[config.mk]
export PLATFORM = sky130hd
export DESIGN_NAME = uart_rx_ctrl
export DESIGN_NICKNAME = d
export VERILOG_FILES = /design/src/rtl/uart_rx_ctrl.sv
export SDC_FILE = /design/constraint.sdc
export NUM_CORES = 1
export LEC_CHECK = 0
export BUFFER_PORTS_ARGS = -buffer_cell sky130_fd_sc_hd__clkbuf_2
export CELL_PAD_IN_SITES_DETAIL_PLACEMENT = 1
export CELL_PAD_IN_SITES_GLOBAL_PLACEMENT = 1
export CORE_MARGIN = 2
export CORE_UTILIZATION = 38
export CTS_BUF_LIST = sky130_fd_sc_hd__clkbuf_4 sky130_fd_sc_hd__clkbuf_8
export CTS_CLUSTER_DIAMETER = 200
export DETAILED_ROUTE_END_ITERATION = 7
export GPL_TIMING_DRIVEN = 0
export PLACE_DENSITY_LB_ADDON = 0.2
export SYNTH_ARGS = -nofsm -noshare
export SYNTH_HDL_FRONTEND = slang
export SYNTH_SLANG_ARGS = --single-unit
[constraint.sdc]
create_clock -name clk -period 1.5 [get_ports clk]
set_input_delay 0.3 -clock clk [delete_from_list [all_inputs] [get_ports clk]]
set_output_delay 0.3 -clock clk [all_outputs]
set_load 0.1 [all_outputs]
[src/rtl/uart_rx_ctrl.sv]
// Receive-side sequencer for the UART.
// Synchronises rx, finds the start bit, strobes the external SIPO register once
// per data bit at mid-bit, checks the stop bit and reports the byte or a framing
// error with a one-cycle pulse.
//
//  state   | meaning
//  --------+---------------------------------------------------------------
//  S_IDLE  | line idle, waiting for rx_s low
//  S_START | half-bit delay, re-check start bit (glitch filter)
//  S_DATA  | one strobe to SIPO per bit time at mid-bit, DATA_BITS times
//  S_STOP  | sample stop bit at mid-bit; good byte or framing error
//  S_BREAK | stop bit was low; wait for line to return high
module uart_rx_ctrl #(
  parameter int CLK_FREQ  = 50_000_000,
  parameter int BAUD      = 115_200,
  parameter int DATA_BITS = 8
) (
  input  logic                 clk,
  input  logic                 rst,
  input  logic                 rx,
  output logic                 sipo_en,
  output logic                 sipo_din,
  input  logic [DATA_BITS-1:0] sipo_data,
  output logic [DATA_BITS-1:0] rx_data,
  output logic                 rx_valid,
  output logic                 frame_err,
  output logic                 rx_busy
);

  localparam int CLKS_PER_BIT = CLK_FREQ / BAUD;
  localparam int CNT_W        = (CLKS_PER_BIT > 1) ? $clog2(CLKS_PER_BIT) : 1;
  localparam int IDX_W        = (DATA_BITS > 1) ? $clog2(DATA_BITS) : 1;

  localparam logic [CNT_W-1:0] CNT_HALF = CNT_W'(CLKS_PER_BIT / 2 - 1);
  localparam logic [CNT_W-1:0] CNT_LAST = CNT_W'(CLKS_PER_BIT - 1);
  localparam logic [IDX_W-1:0] IDX_LAST = IDX_W'(DATA_BITS - 1);

  typedef enum logic [2:0] {
    S_IDLE,
    S_START,
    S_DATA,
    S_STOP,
    S_BREAK
  } state_t;

  state_t           state, state_nxt;
  logic             rx_m, rx_s;
  logic [CNT_W-1:0] cnt;
  logic [IDX_W-1:0] idx;
  logic             cnt_clr;
  logic             idx_inc;
  logic             load;
  logic             err;

  // Two-flop synchroniser; resets to idle-high so reset never looks like a start bit.
  always_ff @(posedge clk) begin
    if (rst) begin
      rx_m <= 1'b1;
      rx_s <= 1'b1;
    end else begin
      rx_m <= rx;
      rx_s <= rx_m;
    end
  end

  // State register.
  always_ff @(posedge clk) begin
    if (rst) state <= S_IDLE;
    else     state <= state_nxt;
  end

  // Next-state decode, SIPO strobe and end-of-frame decisions.
  always_comb begin
    state_nxt = state;
    cnt_clr   = 1'b0;
    idx_inc   = 1'b0;
    load      = 1'b0;
    err       = 1'b0;
    sipo_en   = 1'b0;
    sipo_din  = 1'b0;
    case (state)
      S_IDLE: begin
        cnt_clr = 1'b1;
        if (!rx_s) state_nxt = S_START;
      end
      S_START: begin
        if (cnt == CNT_HALF) state_nxt = rx_s ? S_IDLE : S_DATA;
      end
      S_DATA: begin
        if (cnt == CNT_LAST) begin
          sipo_en  = 1'b1;
          sipo_din = rx_s;
          idx_inc  = 1'b1;
          cnt_clr  = 1'b1;
          if (idx == IDX_LAST) state_nxt = S_STOP;
        end
      end
      S_STOP: begin
        if (cnt == CNT_LAST) begin
          if (rx_s) begin
            load      = 1'b1;
            state_nxt = S_IDLE;
          end else begin
            err       = 1'b1;
            state_nxt = S_BREAK;
          end
        end
      end
      S_BREAK: begin
        cnt_clr = 1'b1;
        if (rx_s) state_nxt = S_IDLE;
      end
      default: state_nxt = S_IDLE;
    endcase
    if (state_nxt != state) cnt_clr = 1'b1;
  end

  // Baud counter: free-runs inside a state, restarts on every state change.
  always_ff @(posedge clk) begin
    if (rst || cnt_clr) cnt <= '0;
    else                cnt <= cnt + 1'b1;
  end

  // Data-bit index; only meaningful in S_DATA, held at zero elsewhere.
  always_ff @(posedge clk) begin
    if (rst || state != S_DATA) idx <= '0;
    else if (idx_inc)           idx <= idx + 1'b1;
  end

  // Result registers; SIPO output is already in LSB-first order and is taken as-is.
  always_ff @(posedge clk) begin
    if (rst) begin
      rx_data   <= '0;
      rx_valid  <= 1'b0;
      frame_err <= 1'b0;
    end else begin
      rx_valid  <= load;
      frame_err <= err;
      if (load) rx_data <= sipo_data;
    end
  end

  assign rx_busy = (state != S_IDLE);

endmodule

==> out/qor.yml <==
slew_headroom: 0.641
die_x_um: 59.3
r2r_slack_ns: -0.34
met3_usage: 0.0328
grt_max_degree: 17
setup-violations-final: 15
cts.sinks: 27
synth_seq_area_share: 0.466
min_from: "rx"
power_mw: 1.11
fp.dieH_um: 59.3
drtPass1Iterations: 2
synth_top_family_by_area: "simple AND/OR/NAND/NOR gates"
drc: 0
fin_nets: 171
post-route-period-util: 1.27
initial_core_util: 0.390
syn_area_um2: 1160
cap_violations: 0
powerDensity_nw_per_um2: 711
grt-ovfl-total: 0
busiest_layer: "met2"
reg2regPathDepth: 6
r2r-end: "state[1]"
synth_edf_count: 0
worst_slew_pin_slew_ns: 0.541
final-hold-violation-count: 0
cts-root-buf: "clkbuf_4"
antenna_found_initial: 0
dp_cells: 177
vias: 966
synth_area_leader_cell: "dfxtp_1"
synthMuxAreaShare: 0.0948
ys_ff_latch: 27
drive_above_1_share: 0.377
ant_nets: 0
worstPathArrival_ns: 1.61
cts_buffer_depth: 2
clk-insertion-delay-late_ns: 0.33
place_congestion: 0.775
yosysMostFrequentCell: "dfxtp_1"
yosysTopAreaCellShare: 0.466
vias_per_cell: 5.17
diodes: 0
synth-xor-area-share: 0.0603
yosysWarnings: 0
hpwl_um: 1770
wl_per_cell_um: 13.4
yosys.area_share.simple: 0.254
worstSetupStartpoint: "cnt[1]"
drv_slew: 0
synth_cell_types: 32
cp-start-kind: "flop"
r2r_start: "cnt[0]"
area_growth_pct: 34.9
cp_max_fo: 2
grt_util_met2: 0.289
cts_tree: "built"
hold_buffers: 0
power.leakage_nw: 0.602
min_period_ns: 1.91
final_cells: 187
critPathCaptureType: "primary output"
ys.flop_type: "dfxtp_1"
crit_required_ns: 1.20
cts-buffers-inserted: 3
irDropWorstVdd_mv: 0.402
syn-instance-count: 122
fin_ws_ns: -0.410
violations: "setup timing"
synth-async-reset-ratio: 0
die_area_um2: 3510
grt_use_total: 0.161
core_um2: 2980
ios: 24
synth_area_leaders: "dfxtp_1, mux2i_1, nor2_1"
finalInstanceArea_um2: 1570
clkTransAtPathRegs_ns: 0.15
grt_pass1_vias: 991
dpl_cell_area_um2: 1370
hold_class: "in2reg"
grt_setup_unrepaired: "true"
htreeDepth: 1
fmax_mhz: 524
outcome: "finished with violations"
synth.avg_cell_area_um2: 9.52
synth_common_cells: "dfxtp_1, nor2_1, mux2i_1"
portBuffers: 22
met1_usage: 0.187
fillers: 339
drtIter0Drc: 20
synth_compound_area_frac: 0.0442
criticalPathCategory: "reg2out"
grt_pass1_wl_um: 4280
totalWireLength_um: 2500
synth.net_count: 138
worst_setup_path_endpoint: "sipo_en"
synth_fa_ha_area_frac: 0.0539
skew_ns: 0.0133
rows: 20
==> logic make-up after synthesis <==
group                    after synthesis
adder cells (fa/ha/maj)                5
AO/OA/AOI/OAI                          6
AND/OR/NAND/NOR                       58
multiplexers                          11
buffers and inverters                  7
flip-flops                            27
XOR/XNOR                               8
==> layout make-up <==
| cell class | instances | area (um2) | share of cell area |
|---|---|---|---|
| sequential | 27 | 557 | 0.355 |
| clock inverter | 1 | 6.26 | 0.00399 |
| buffer | 3 | 15.0 | 0.00958 |
| tap | 33 | 41.3 | 0.0264 |
| multi-input combinational | 88 | 683 | 0.436 |
| inverter | 3 | 11.3 | 0.00719 |
| timing repair buffer | 29 | 230 | 0.147 |
| clock buffer | 3 | 22.5 | 0.0144 |
==> worst min-delay path by stage <==
| stage | endpoint | slack (ns) | cells after the start |
|---|---|---|---|
| 2_1_floorplan | rx_s | 0.39 | 1 |
| 3_3_place_gp | rx_s | 0.40 | 1 |
| 3_5_place_dp | rx_s | 0.41 | 1 |
| 4_1_cts | rx_m | 0.13 | 2 |
| 5_1_grt | rx_m | 0.14 | 2 |
| 6_report | rx_m | 0.14 | 2 |
==> per-layer routing <==
layer	routed length, um	up-vias
met2	1310	11
met5	0	-
met3	64	4
met4	36	0
li1	-	476
met1	1090	475
==> registers in the layout (all words and copies together) (netlist names) <==
signal and flops:
cnt 9, rx_m 1, rx_valid 1, state 3
frame_err 1, rx_s 1, rx_data 8, idx 3
==> metrics by stage <==
stage	TNS, ns	setup WS, ns	hold slack, ns	utilization
2_1_floorplan	-1.12	-0.450	0.389	-
3_3_place_gp	-3.74	-0.613	0.398	0.460
3_5_place_dp	-4.41	-0.639	0.407	0.460
4_1_cts	-2.32	-0.432	0.132	0.506
5_1_grt	-4.32	-0.537	0.136	0.526
6_report	-1.44	-0.410	0.135	0.526
==> layout by cell type (no fill, tap or decap), types with 2 or more instances in the layout <==
master	n
ha_1	4
buf_4	7
xnor2_1	5
mux2i_1	11
clkbuf_1	2
nor3_1	2
clkbuf_16	3
xor2_1	3
nor2_4	2
clkbuf_2	13
and3_1	2
inv_1	2
clkbuf_4	3
dfxtp_2	4
nand2_1	8
nor2_1	22
dfxtp_4	3
dfxtp_1	20
nand3_1	4
nor2b_1	2
buf_2	6
or2_2	2
==> power by group <==
part	total (mW)	leakage [nW]	switching, mW	internal (mW)
clock	0.325	0.0183	0.221	0.104
sequential	0.725	0.222	0.00720	0.718
combinational	0.0634	0.361	0.0356	0.0278
total	1.11	0.602	0.264	0.850
==> repair_timing <==
action | in CTS | in global routing
setup buffers | 5 | 2
endpoints found under the setup margin | 27 | 32
resized for setup | 17 | 17
pin swaps | 3 | 6
==> critical path, stage by stage (launching register included) <==
cell	delay, ns
dfxtp_2	0.35
inv_2	0.07
ha_4	0.13
nand4bb_4	0.12
nor3_4	0.18
nand2_2	0.12
nor2_4	0.11
clkbuf_16	0.20
No activity file was read; power rests on OpenSTA's default activity.
